`src/rtl/mult_req_arbiter_if.sv`:
```
// Channel bundle between mult_req_arbiter, its two requesters and the shared
// online multiplier core; master is the arbiter side, slave the environment side.
interface mult_req_arbiter_if;
  logic [1:0] req_vld;
  logic [1:0] req_rdy;
  logic [3:0] req_x;
  logic [3:0] req_y;
  logic [1:0] req_last;
  logic       mult_x_vld;
  logic       mult_x_rdy;
  logic       mult_y_vld;
  logic       mult_y_rdy;
  logic [1:0] mult_x_value;
  logic [1:0] mult_y_value;
  logic       mult_out_vld;
  logic       mult_out_rdy;
  logic [1:0] mult_z_value;
  logic [1:0] rsp_vld;
  logic [1:0] rsp_rdy;
  logic [1:0] rsp_z;
  logic       grant_id;
  logic       busy;

  modport master (
    input  req_vld, req_x, req_y, req_last,
    input  mult_x_rdy, mult_y_rdy, mult_out_vld, mult_z_value, rsp_rdy,
    output req_rdy, mult_x_vld, mult_y_vld, mult_x_value, mult_y_value,
    output mult_out_rdy, rsp_vld, rsp_z, grant_id, busy
  );

  modport slave (
    output req_vld, req_x, req_y, req_last,
    output mult_x_rdy, mult_y_rdy, mult_out_vld, mult_z_value, rsp_rdy,
    input  req_rdy, mult_x_vld, mult_y_vld, mult_x_value, mult_y_value,
    input  mult_out_rdy, rsp_vld, rsp_z, grant_id, busy
  );
endinterface

```
`src/rtl/mult_req_arbiter.sv`:
```
// Operand-granular arbiter sharing one digit-serial multiplier between two requesters.
// Define ARB_ROUND_ROBIN_EN for round-robin tie-break; otherwise requester 0 wins ties.
module mult_req_arbiter #(
  parameter int OUT_CNT_WIDTH = 4
) (
  input logic                clk,
  input logic                asyn_reset_n,
  mult_req_arbiter_if.master bus
);

  typedef enum logic [1:0] {
    ST_IDLE  = 2'd0,
    ST_ISSUE = 2'd1,
    ST_DRAIN = 2'd2
  } state_e;

  localparam logic [OUT_CNT_WIDTH-1:0] MAX_OUT  = {OUT_CNT_WIDTH{1'b1}};
  localparam logic [OUT_CNT_WIDTH-1:0] CNT_ZERO = {OUT_CNT_WIDTH{1'b0}};
  localparam logic [OUT_CNT_WIDTH-1:0] CNT_ONE  = {{(OUT_CNT_WIDTH-1){1'b0}}, 1'b1};

  state_e                   state_q, state_d;
  logic [OUT_CNT_WIDTH-1:0] cnt_q, cnt_d;
  logic                     x_done_q, x_done_d;
  logic                     y_done_q, y_done_d;
  logic                     grant_q, grant_d;
`ifdef ARB_ROUND_ROBIN_EN
  logic                     ptr_q, ptr_d;
`endif

  logic       sel_vld_s;
  logic       sel_last_s;
  logic [1:0] sel_x_s;
  logic [1:0] sel_y_s;
  logic       sel_rsp_rdy_s;
  logic       issue_en_s;
  logic       ret_en_s;
  logic       cnt_ok_s;
  logic       x_vld_s;
  logic       y_vld_s;
  logic       x_hs_s;
  logic       y_hs_s;
  logic       pair_done_s;
  logic       z_hs_s;
  logic       winner_s;
  logic [1:0] grant_oh_s;

  // Route the granted requester's channel onto internal selects
  always_comb begin
    if (grant_q) begin
      sel_vld_s     = bus.req_vld[1];
      sel_last_s    = bus.req_last[1];
      sel_x_s       = bus.req_x[3:2];
      sel_y_s       = bus.req_y[3:2];
      sel_rsp_rdy_s = bus.rsp_rdy[1];
      grant_oh_s    = 2'b10;
    end else begin
      sel_vld_s     = bus.req_vld[0];
      sel_last_s    = bus.req_last[0];
      sel_x_s       = bus.req_x[1:0];
      sel_y_s       = bus.req_y[1:0];
      sel_rsp_rdy_s = bus.rsp_rdy[0];
      grant_oh_s    = 2'b01;
    end
  end

  // Issue/return handshake qualification; x and y may be accepted in different cycles
  always_comb begin
    issue_en_s  = (state_q == ST_ISSUE);
    ret_en_s    = (state_q == ST_ISSUE) || (state_q == ST_DRAIN);
    cnt_ok_s    = (cnt_q != MAX_OUT);
    x_vld_s     = issue_en_s & sel_vld_s & ~x_done_q & cnt_ok_s;
    y_vld_s     = issue_en_s & sel_vld_s & ~y_done_q & cnt_ok_s;
    x_hs_s      = x_vld_s & bus.mult_x_rdy;
    y_hs_s      = y_vld_s & bus.mult_y_rdy;
    pair_done_s = issue_en_s & (x_done_q | x_hs_s) & (y_done_q | y_hs_s);
    z_hs_s      = ret_en_s & bus.mult_out_vld & sel_rsp_rdy_s;
  end

  // Tie-break among requesters seen in IDLE
  always_comb begin
`ifdef ARB_ROUND_ROBIN_EN
    if (bus.req_vld == 2'b11) begin
      winner_s = ptr_q;
    end else begin
      winner_s = ~bus.req_vld[0];
    end
`else
    winner_s = ~bus.req_vld[0];
`endif
  end

  // Next-state logic: FSM, pair flags and outstanding-digit counter
  always_comb begin
    state_d  = state_q;
    grant_d  = grant_q;
    cnt_d    = cnt_q;
    x_done_d = x_done_q;
    y_done_d = y_done_q;
`ifdef ARB_ROUND_ROBIN_EN
    ptr_d    = ptr_q;
`endif

    case ({pair_done_s, z_hs_s})
      2'b10:   cnt_d = cnt_q + CNT_ONE;
      2'b01:   cnt_d = cnt_q - CNT_ONE;
      default: cnt_d = cnt_q;
    endcase

    if (pair_done_s) begin
      x_done_d = 1'b0;
      y_done_d = 1'b0;
    end else begin
      x_done_d = x_done_q | x_hs_s;
      y_done_d = y_done_q | y_hs_s;
    end

    case (state_q)
      ST_IDLE: begin
        if (|bus.req_vld) begin
          grant_d = winner_s;
          state_d = ST_ISSUE;
        end else begin
          state_d = ST_IDLE;
        end
      end
      ST_ISSUE: begin
        if (pair_done_s && sel_last_s) begin
          state_d = ST_DRAIN;
        end else begin
          state_d = ST_ISSUE;
        end
      end
      ST_DRAIN: begin
        if (cnt_q == CNT_ZERO) begin
          state_d = ST_IDLE;
`ifdef ARB_ROUND_ROBIN_EN
          ptr_d   = ~grant_q;
`endif
        end else begin
          state_d = ST_DRAIN;
        end
      end
      default: begin
        state_d = ST_IDLE;
      end
    endcase
  end

  // State register; reset abandons any in-flight digits
  always_ff @(posedge clk or negedge asyn_reset_n) begin
    if (!asyn_reset_n) begin
      state_q  <= ST_IDLE;
      cnt_q    <= CNT_ZERO;
      x_done_q <= 1'b0;
      y_done_q <= 1'b0;
      grant_q  <= 1'b0;
    end else begin
      state_q  <= state_d;
      cnt_q    <= cnt_d;
      x_done_q <= x_done_d;
      y_done_q <= y_done_d;
      grant_q  <= grant_d;
    end
  end

`ifdef ARB_ROUND_ROBIN_EN
  // Round-robin pointer, moves to the loser when an operand retires
  always_ff @(posedge clk or negedge asyn_reset_n) begin
    if (!asyn_reset_n) begin
      ptr_q <= 1'b0;
    end else begin
      ptr_q <= ptr_d;
    end
  end
`endif

  // Output decode; non-granted requester lanes stay at zero
  always_comb begin
    bus.req_rdy      = pair_done_s ? grant_oh_s : 2'b00;
    bus.rsp_vld      = (ret_en_s & bus.mult_out_vld) ? grant_oh_s : 2'b00;
    bus.mult_x_vld   = x_vld_s;
    bus.mult_y_vld   = y_vld_s;
    bus.mult_x_value = issue_en_s ? sel_x_s : 2'b00;
    bus.mult_y_value = issue_en_s ? sel_y_s : 2'b00;
    bus.mult_out_rdy = ret_en_s & sel_rsp_rdy_s;
    bus.rsp_z        = ret_en_s ? bus.mult_z_value : 2'b00;
    bus.grant_id     = grant_q;
    bus.busy         = (state_q != ST_IDLE);
  end

endmodule
```
`src/flat_wrapper.sv`:
```
// flat-port wrapper written by rule: the top's interface ports become plain ports
module mult_req_arbiter_flat 
#(
  parameter int OUT_CNT_WIDTH = 4
)
  (clk, asyn_reset_n, bus_req_vld, bus_req_x, bus_req_y, bus_req_last, bus_mult_x_rdy, bus_mult_y_rdy, bus_mult_out_vld, bus_mult_z_value, bus_rsp_rdy, bus_req_rdy, bus_mult_x_vld, bus_mult_y_vld, bus_mult_x_value, bus_mult_y_value, bus_mult_out_rdy, bus_rsp_vld, bus_rsp_z, bus_grant_id, bus_busy);
  mult_req_arbiter_if bus_i ();
  input logic clk;
  input logic asyn_reset_n;
  input wire logic [$bits(bus_i.req_vld)-1:0] bus_req_vld;
  input wire logic [$bits(bus_i.req_x)-1:0] bus_req_x;
  input wire logic [$bits(bus_i.req_y)-1:0] bus_req_y;
  input wire logic [$bits(bus_i.req_last)-1:0] bus_req_last;
  input wire logic [$bits(bus_i.mult_x_rdy)-1:0] bus_mult_x_rdy;
  input wire logic [$bits(bus_i.mult_y_rdy)-1:0] bus_mult_y_rdy;
  input wire logic [$bits(bus_i.mult_out_vld)-1:0] bus_mult_out_vld;
  input wire logic [$bits(bus_i.mult_z_value)-1:0] bus_mult_z_value;
  input wire logic [$bits(bus_i.rsp_rdy)-1:0] bus_rsp_rdy;
  output wire logic [$bits(bus_i.req_rdy)-1:0] bus_req_rdy;
  output wire logic [$bits(bus_i.mult_x_vld)-1:0] bus_mult_x_vld;
  output wire logic [$bits(bus_i.mult_y_vld)-1:0] bus_mult_y_vld;
  output wire logic [$bits(bus_i.mult_x_value)-1:0] bus_mult_x_value;
  output wire logic [$bits(bus_i.mult_y_value)-1:0] bus_mult_y_value;
  output wire logic [$bits(bus_i.mult_out_rdy)-1:0] bus_mult_out_rdy;
  output wire logic [$bits(bus_i.rsp_vld)-1:0] bus_rsp_vld;
  output wire logic [$bits(bus_i.rsp_z)-1:0] bus_rsp_z;
  output wire logic [$bits(bus_i.grant_id)-1:0] bus_grant_id;
  output wire logic [$bits(bus_i.busy)-1:0] bus_busy;
  assign bus_i.req_vld = bus_req_vld;
  assign bus_i.req_x = bus_req_x;
  assign bus_i.req_y = bus_req_y;
  assign bus_i.req_last = bus_req_last;
  assign bus_i.mult_x_rdy = bus_mult_x_rdy;
  assign bus_i.mult_y_rdy = bus_mult_y_rdy;
  assign bus_i.mult_out_vld = bus_mult_out_vld;
  assign bus_i.mult_z_value = bus_mult_z_value;
  assign bus_i.rsp_rdy = bus_rsp_rdy;
  assign bus_req_rdy = bus_i.req_rdy;
  assign bus_mult_x_vld = bus_i.mult_x_vld;
  assign bus_mult_y_vld = bus_i.mult_y_vld;
  assign bus_mult_x_value = bus_i.mult_x_value;
  assign bus_mult_y_value = bus_i.mult_y_value;
  assign bus_mult_out_rdy = bus_i.mult_out_rdy;
  assign bus_rsp_vld = bus_i.rsp_vld;
  assign bus_rsp_z = bus_i.rsp_z;
  assign bus_grant_id = bus_i.grant_id;
  assign bus_busy = bus_i.busy;
  mult_req_arbiter #(.OUT_CNT_WIDTH(OUT_CNT_WIDTH)) u_core (.clk(clk), .asyn_reset_n(asyn_reset_n), .bus(bus_i));
endmodule
```
`config.mk`:
```
export PLATFORM = sky130hd
export DESIGN_NAME = mult_req_arbiter_flat
export DESIGN_NICKNAME = d
export VERILOG_FILES = /design/src/rtl/mult_req_arbiter_if.sv /design/src/rtl/mult_req_arbiter.sv /design/src/flat_wrapper.sv
export SDC_FILE = /design/constraint.sdc
export NUM_CORES = 1
export LEC_CHECK = 0
export ABC_AREA = 1
export CORE_UTILIZATION = 30
export CTS_CLUSTER_DIAMETER = 150
export CTS_CLUSTER_SIZE = 30
export DETAILED_ROUTE_END_ITERATION = 8
export SLEW_MARGIN = 20
export SYNTH_ARGS = -nofsm -noshare
export SYNTH_HDL_FRONTEND = slang
export SYNTH_SLANG_ARGS = --single-unit
```
`constraint.sdc`:
```
create_clock -name clk -period 6.4 [get_ports clk]
set_clock_uncertainty 0.1 [all_clocks]
set_input_delay 1.92 -clock clk [delete_from_list [all_inputs] [get_ports clk]]
set_output_delay 1.92 -clock clk [all_outputs]
set_load 0.05 [all_outputs]
```
=== Word-level counts from Yosys, hierarchy flattened ===
Cells that the tools add are included.

* Register bits: 9
* Bits of input ports: 21
* Output and inout bits: 15
* Word-level logic and storage cells: 55

* $add $sub $neg: 2
* Equal/unequal tests: 5
* Muxes and demuxes: 18
* Bitwise logic cells: 17
* Reductions and logical operators: 8

{| class="wikitable"
|+ Operators with widths
! kind !! number
|-
| 2-to-1 mux 2 bit || 10
|-
| bitwise AND 1 bit || 12
|-
| case mux 4 bit (2 select lines) || 1
|-
| 2-to-1 mux 1 bit || 6
|-
| case mux 2 bit (3 select lines) || 1
|-
| adder 4 x 1 -> 4 bit, second input constant || 1
|-
| == test 2 x 1 -> 1 bit, second input constant || 2
|-
| == test 2 bit, second input constant || 2
|-
| zero test 4 bit || 1
|-
| != test 4 bit, second input constant || 1
|-
| nonzero test 2 bit || 2
|-
| subtractor 4 x 1 -> 4 bit, second input constant || 1
|-
| NOT 1 bit || 3
|-
| zero test 2 bit || 1
|-
| bitwise OR 1 bit || 2
|-
| AND reduction 2 bit || 1
|-
| OR reduction 2 bit || 1
|-
| logical AND 1 bit || 1
|-
| logical OR 1 bit || 1
|}

=== Depth between registers and ports, before layout ===
Gate-level depths: netlist of run 1.

* Depth in word-level cells: 11
* Gate-level depth with buffers: 15
* Depth with buffers taken out: 15

=== Worst setup path after synthesis of run 1 ===
Ideal clock, no wire load.

* Path type: input-to-output
* Start: in bus_req_vld[0]
* End: out bus_req_rdy[0]
* Data arrival time: 3.051 ns
* Required time: 4.380 ns
* Setup slack: 1.329 ns
* Stages on the path: 6
* Cells stage by stage: nand2_2 -> nand2_2 -> nand3_4 -> o21bai_4 -> nand3_2 -> nor2_1

* Cells in the longest elaborated chain, start to end: 9

{| class="wikitable"
|+ Ends and longest elaborated chain
! item !! line !! RTL
|-
| start: declaration || flat_wrapper.sv:10 || <nowiki>input wire logic [$bits(bus_i.req_vld)-1:0] bus_req_vld;</nowiki>
|-
| 2-to-1 mux 1 bit (*) || mult_req_arbiter.sv:49 || <nowiki>if (grant_q) begin</nowiki>
|-
| bitwise AND 1 bit (*) || mult_req_arbiter.sv:71, mult_req_arbiter.sv:72 ||
|-
| bitwise AND 1 bit (2 in a row) || mult_req_arbiter.sv:71 || <nowiki>x_vld_s = issue_en_s & sel_vld_s & ~x_done_q & cnt_ok_s;</nowiki>
|-
| bitwise AND 1 bit || mult_req_arbiter.sv:73 || <nowiki>x_hs_s = x_vld_s & bus.mult_x_rdy;</nowiki>
|-
| bitwise OR 1 bit || mult_req_arbiter.sv:75 || <nowiki>pair_done_s = issue_en_s & (x_done_q | x_hs_s) & (y_done_q | y_hs_s);</nowiki>
|-
| bitwise AND 1 bit || mult_req_arbiter.sv:75 ||
|-
| bitwise AND 1 bit (*) || mult_req_arbiter.sv:75 ||
|-
| 2-to-1 mux 2 bit (*) || mult_req_arbiter.sv:179 || <nowiki>bus.req_rdy = pair_done_s ? grant_oh_s : 2'b00;</nowiki>
|-
| end: declaration || flat_wrapper.sv:19 || <nowiki>output wire logic [$bits(bus_i.req_rdy)-1:0] bus_req_rdy;</nowiki>
|}

Mark *: on every way between the ends. The rest lies on a longest branch, timed or not.

=== Final worst setup path of run 1 ===
Ends and elaborated chain as after synthesis.

==> flow_metrics.env, run 1 <==
export IMPL_ys_top_cells_by_count="nor2_1 (17), nand2_1 (15), inv_1 (13)"
export IMPL_timing_rr_start="u_core.bus.grant_id"
export IMPL_synth_seq_cells=9
export IMPL_relSlewSlack=0.659
export IMPL_pin_count=36
export IMPL_drv_cap=0
export IMPL_grt_max_degree=13
export IMPL_grt_pass1_vias=748
export IMPL_fmax_ghz=0.167
export IMPL_drive_above_1_share=0.120
export IMPL_netlist_area_um2=747
export IMPL_rrSetupSlack_ns=3.74
export IMPL_worstMarginPinSlew_ns=0.510
export IMPL_cp_slowest_stage_delay_ns=0.81
export IMPL_drt_iter0_markers=8
export IMPL_root_buffer="clkbuf_4"
export IMPL_dr_pass1_iters=3
export IMPL_cp_required_ns=4.38
export IMPL_synth_top_cell_area_share=0.302
export IMPL_tns_ns=0
export IMPL_crit_type="in -> out"
export IMPL_drtAntennaViolNets=0
export IMPL_startpoint_type="primary input"
export IMPL_fillers=215
export IMPL_dpl_hpwl_um=1460
export IMPL_drc=0
export IMPL_preCtsSetupSlack_ns=0.427
export IMPL_final_setup_worst_slack_ns=0.429
export IMPL_placed_area_um2=1120
export IMPL_vias_per_cell=4.53
export IMPL_area_growth_pct=53.4
export IMPL_fp_row_count=17
export IMPL_r2r_end="u_core.cnt_q[2]"
export IMPL_final_core_util=0.504
export IMPL_synth_top_flop_cell="dfrtp_1"
export IMPL_clkLatencyLatePin_ns=0.25
export IMPL_cts_buffers=3
export IMPL_status="complete, no violations"
export IMPL_fin_crit_ns=5.97
export IMPL_cts_tree="built"
export IMPL_gp_congestion=0.804
export IMPL_synth_area_leaders="dfrtp_1 (30%), ha_1 (12%), nor2_1 (8.5%), nand2_1 (7.5%), inv_1 (6.5%)"
export IMPL_coreArea_um2=2280
export IMPL_cts_buffer_depth=2
export IMPL_hold_depth=1
export IMPL_io_buffers=35
export IMPL_min_from="u_core.cnt_q[3]"
export IMPL_wl_per_cell_um=10.9
export IMPL_grt_use_total=0.159
export IMPL_synthArstFlopShare=1.00
export IMPL_path_buf_inv=2
export IMPL_cp_depth=8
export IMPL_worst_hold_slack_ns=0.413
export IMPL_num_antenna_cells=0
export IMPL_setup_viol=0
export IMPL_grt_pass1_wl_um=3190
export IMPL_ys_warnings_count=0
export IMPL_nets=162
export IMPL_cts_sinks=9
export IMPL_start_util=0.328
export IMPL_cp_end_kind="output port"
export IMPL_die_w_um=51.9
export IMPL_p_leak_nw=0.540
export IMPL_crit_arrival_ns=3.95
export IMPL_synth_top_cell_by_area="dfrtp_1"
export IMPL_min_to="u_core.cnt_q[3]"
export IMPL_antenna_found_initial=0
export IMPL_clk_pin_slew_ns=0.06
export IMPL_cp_cell_sequence="clkdlybuf4s50_1 > nand2_2 > nand2_2 > nand3_4 > o21bai_4 > nand3_2 > nor2_1 > clkdlybuf4s50_1"
export IMPL_dpl_cell_count=157
export IMPL_r2r_cells=13
export IMPL_synth_nets=124
export IMPL_ys_seq_area_frac=0.302
export IMPL_synth_edf_count=0
export IMPL_vias=730
export IMPL_synth_avg_cell_area_um2=7.78
export IMPL_routed_wl_um=1750
export IMPL_power_mw=0.662
export IMPL_peakVddDrop_v=0.000341
export IMPL_die_height_um=51.9
export IMPL_cts_setup_buffers=0
export IMPL_period_share=0.933
export IMPL_grt_ovfl_total=0
export IMPL_cts_htree_levels=1
export IMPL_power_density_nw_per_um2=578
export IMPL_postCtsHoldBufs=0
export IMPL_path_delay_family="buffers and inverters"
export IMPL_hold_path_class="reg -> reg"
export IMPL_hold_viol=0
export IMPL_rsz0062_at_grt="false"
export IMPL_stdcell_area_um2=1150
export IMPL_critPathSlowestCell="clkdlybuf4s50_1"
export IMPL_critPathMaxFanout=4
export IMPL_final_cell_count_no_fill=161
export IMPL_seq_area_um2=225
export IMPL_synth_most_common_cell="nor2_1"
export IMPL_cts_resized_gates=0
export IMPL_synthCells=96
export IMPL_multi_input_area_um2=460
export IMPL_yosysUniqueCellTypes=24
export IMPL_die_area_um2=2690
export IMPL_slew_viol_final=0
worst register-to-register path, stage by stage (launching register included):
cell      delay, ns
dfrtp_1        0.52
inv_1          0.30
nand2_2        0.08
nand2_2        0.11
nand3_4        0.09
o21bai_4       0.18
nand3_2        0.14
ha_1           0.29
nor2_1         0.13
nor2_2         0.06
ha_1           0.17
a21oi_1        0.15
xnor2_1        0.13
o21ai_0        0.09
state kept, by name, indices dropped and copies added (netlist names):
signal and count:
u_core.x_done_q 1, u_core.bus.grant_id 1, u_core.state_q 2, u_core.y_done_q 1, u_core.cnt_q 4
cells in the final DEF (no fill, tap or decap), types with 2 or more instances in the layout:
cell	instances
a21oi_1	3
clkbuf_4	3
clkdlybuf4s50_1	35
dfrtp_1	9
ha_1	7
inv_1	13
nand2_1	15
nand2_2	5
nor2_1	17
nor2_2	2
o21ai_0	7
xnor2_1	4
routing by layer:
metal,track usage,vias to the layer above,part of all wire
met1,0.212,326,0.48
met4,0.0766,0,0.022
li1,-,379,-
met3,0.0205,4,0.054
met5,0,-,0
met2,0.250,21,0.44
worst max-delay path by stage:
stage                     endpoint            from
global placement    bus_req_rdy[0]  bus_req_vld[0]
CTS                 bus_req_rdy[0]  bus_req_vld[0]
global route        bus_req_rdy[0]  bus_req_vld[0]
detailed placement  bus_req_rdy[0]  bus_req_vld[0]
finish              bus_req_rdy[0]  bus_req_vld[0]
floorplan           bus_req_rdy[0]  bus_req_vld[0]
logic make-up (layout without fill, tap and decap cells):
family          after synthesis  after routing  synth area share
mux                           2              2            0.0285
xor+xnor                      4              4            0.0469
simple gates                 44             44             0.291
fa+ha+maj                     7              7             0.117
compound gates               15             15             0.132
buf+inv                      15             52            0.0821
flops                         9              9             0.302
area by class of cell:
class / instances / share of cell area
multi-input combinational: 72 / 0.402
inverter: 13 / 0.0426
clock buffer: 4 / 0.0229
sequential: 9 / 0.197
tap: 28 / 0.0306
timing repair buffer: 35 / 0.306
power breakdown:
| part | internal (mW) | leakage (nW) | switching (mW) |
|---|---|---|---|
| combinational | 0.182 | 0.415 | 0.318 |
| clock | 0.0238 | 0.0150 | 0.0170 |
| sequential | 0.0849 | 0.110 | 0.0363 |
| total | 0.290 | 0.540 | 0.372 |
(Power assumes the default switching activity.)
==> run 2: changes to the inputs <==
SKIP_LAST_GASP = 1   (was default)
clock period = 7.05 ns   (was 6.4 ns; I/O delays follow)
==> run 2 against run 1 <==
Net effect: sequential share of layout area unchanged; clock power shrank 5.9%; non-clock buffer count did not move; clock-buffer cell count unchanged; critical path depth is the same; core utilization stayed put; combinational power shrank 9.6%; via count down 4.1%; cell area did not move.
==> flow_metrics.env, run 2 (synthesized netlist as in run 1, its figures left out) <==
export IMPL_status="complete, no violations"
export IMPL_rsz0062_at_grt="false"
export IMPL_start_util=0.328
export IMPL_io_buffers=35
export IMPL_drc=0
export IMPL_hold_viol=0
export IMPL_cts_tree="built"
export IMPL_setup_viol=0
export IMPL_drive_above_1_share=0.120
export IMPL_critPathSlowestCell="clkdlybuf4s50_1"
export IMPL_cts_setup_buffers=0
export IMPL_postCtsHoldBufs=0
export IMPL_worstMarginPinSlew_ns=0.508
export IMPL_layout_commonest_cell="clkdlybuf4s50_1"
export IMPL_wl_met3_um=98
export IMPL_wl_met2_um=795
export IMPL_power_density_nw_per_um2=523
export IMPL_wl_per_cell_um=10.4
export IMPL_vias_per_cell=4.35
export IMPL_final_cell_mix="clkdlybuf4s50_1 (35), nor2_1 (17), nand2_1 (15)"
export IMPL_min_to="u_core.cnt_q[3]"
export IMPL_relSlewSlack=0.660
export IMPL_r2r_cells=13
export IMPL_final_core_util=0.504
export IMPL_cp_required_ns=4.84
export IMPL_hold_depth=1
export IMPL_path_delay_family="buffers and inverters"
export IMPL_drv_cap=0
export IMPL_clkLatencyLatePin_ns=0.26
export IMPL_top_register="u_core.cnt_q"
export IMPL_reg_largest_list="u_core.cnt_q (4), u_core.state_q (2)"
export IMPL_grt_ovfl_total=0
export IMPL_crit_type="in -> out"
export IMPL_cts_buffers=3
export IMPL_tns_ns=0
export IMPL_cts_buffer_depth=2
export IMPL_pin_count=36
export IMPL_path_buf_inv=2
export IMPL_drt_iter0_markers=9
export IMPL_startpoint_type="primary input"
export IMPL_grt_pass1_wl_um=2940
export IMPL_hold_path_class="reg -> reg"
export IMPL_antenna_found_initial=0
export IMPL_largest_reg_flops=4
export IMPL_critPathMaxFanout=4
export IMPL_peakVddDrop_v=0.000314
export IMPL_cts_sinks=9
export IMPL_period_share=0.899
export IMPL_num_antenna_cells=0
export IMPL_rrSetupSlack_ns=4.46
export IMPL_cp_end_kind="output port"
export IMPL_timing_rr_start="u_core.bus.grant_id"
export IMPL_routed_wl_um=1680
export IMPL_fmax_ghz=0.158
export IMPL_routed_top_layer="met3"
export IMPL_m1WireLength_um=785
export IMPL_dpl_hpwl_um=1410
export IMPL_nets=162
export IMPL_coreArea_um2=2280
export IMPL_fp_row_count=17
export IMPL_die_area_um2=2690
export IMPL_cp_cell_sequence="clkdlybuf4s50_1 > nand2_2 > nand2_2 > nand3_4 > o21bai_4 > nand3_2 > nor2_1 > clkdlybuf4s50_1"
export IMPL_clk_pin_slew_ns=0.06
export IMPL_r2r_end="u_core.cnt_q[2]"
export IMPL_grt_use_total=0.146
export IMPL_root_buffer="clkbuf_4"
export IMPL_p_leak_nw=0.540
export IMPL_grt_max_degree=13
export IMPL_die_w_um=51.9
export IMPL_fin_crit_ns=6.34
export IMPL_slew_viol_final=0
export IMPL_drtAntennaViolNets=0
export IMPL_cts_htree_levels=1
export IMPL_dr_pass1_iters=4
export IMPL_crit_arrival_ns=4.12
export IMPL_min_from="u_core.cnt_q[3]"
export IMPL_cp_slowest_stage_delay_ns=0.81
export IMPL_grt_pass1_vias=695
export IMPL_gp_congestion=0.803
export IMPL_vias=700
export IMPL_cts_resized_gates=0
export IMPL_die_height_um=51.9
export IMPL_area_growth_pct=53.4
[run 2: cell counts in the layout (fill, tap and decap cells not counted)]
Identical to the previous run, type by type.
[run 2: report_power, final]
part / switching [mW] / internal (mW)
registers: 0.0321 / 0.0771
logic: 0.287 / 0.165
clock network: 0.0168 / 0.0217
total: 0.336 / 0.264
[run 2: metal layers]
metal,up-vias,track usage
li1,379,-
met1,298,0.175
met2,23,0.254
met3,0,0.0439
met4,0,0.0315
met5,-,0
[run 2: per-stage QoR]
stage	setup WS, ns	power, mW	hold WS (ns)	area (um^2)	std cells
CTS	0.700	0.606	0.430	1150	161
global route	0.611	0.655	0.470	1150	161
floorplan	1.59	0.440	0.369	747	96
detailed placement	0.698	0.565	0.421	1120	157
global placement	0.736	0.561	0.398	1120	157
finish	0.712	0.599	0.432	1150	161
[run 2: how the worst max path moves through the flow]
stage	end	from	slack [ns]	cells after the start
after detailed placement	bus_req_rdy[0]	bus_req_vld[0]	0.70	8
after floorplan	bus_req_rdy[0]	bus_req_vld[0]	1.59	6
after global placement	bus_req_rdy[0]	bus_req_vld[0]	0.74	8
after global routing	bus_req_rdy[1]	bus_req_vld[0]	0.61	8
after CTS	bus_req_rdy[0]	bus_req_vld[0]	0.70	8
final	bus_req_rdy[0]	bus_req_vld[0]	0.71	8
[run 2: final cells by class]
| type | count | area, um^2 |
|---|---|---|
| Fill cell | 217 | 1130 |
| Tap cell | 28 | 35.0 |
| Clock buffer | 4 | 26.3 |
| Timing Repair Buffer | 35 | 350 |
| Sequential cell | 9 | 225 |
| Inverter | 13 | 48.8 |
| Multi-Input combinational cell | 72 | 460 |
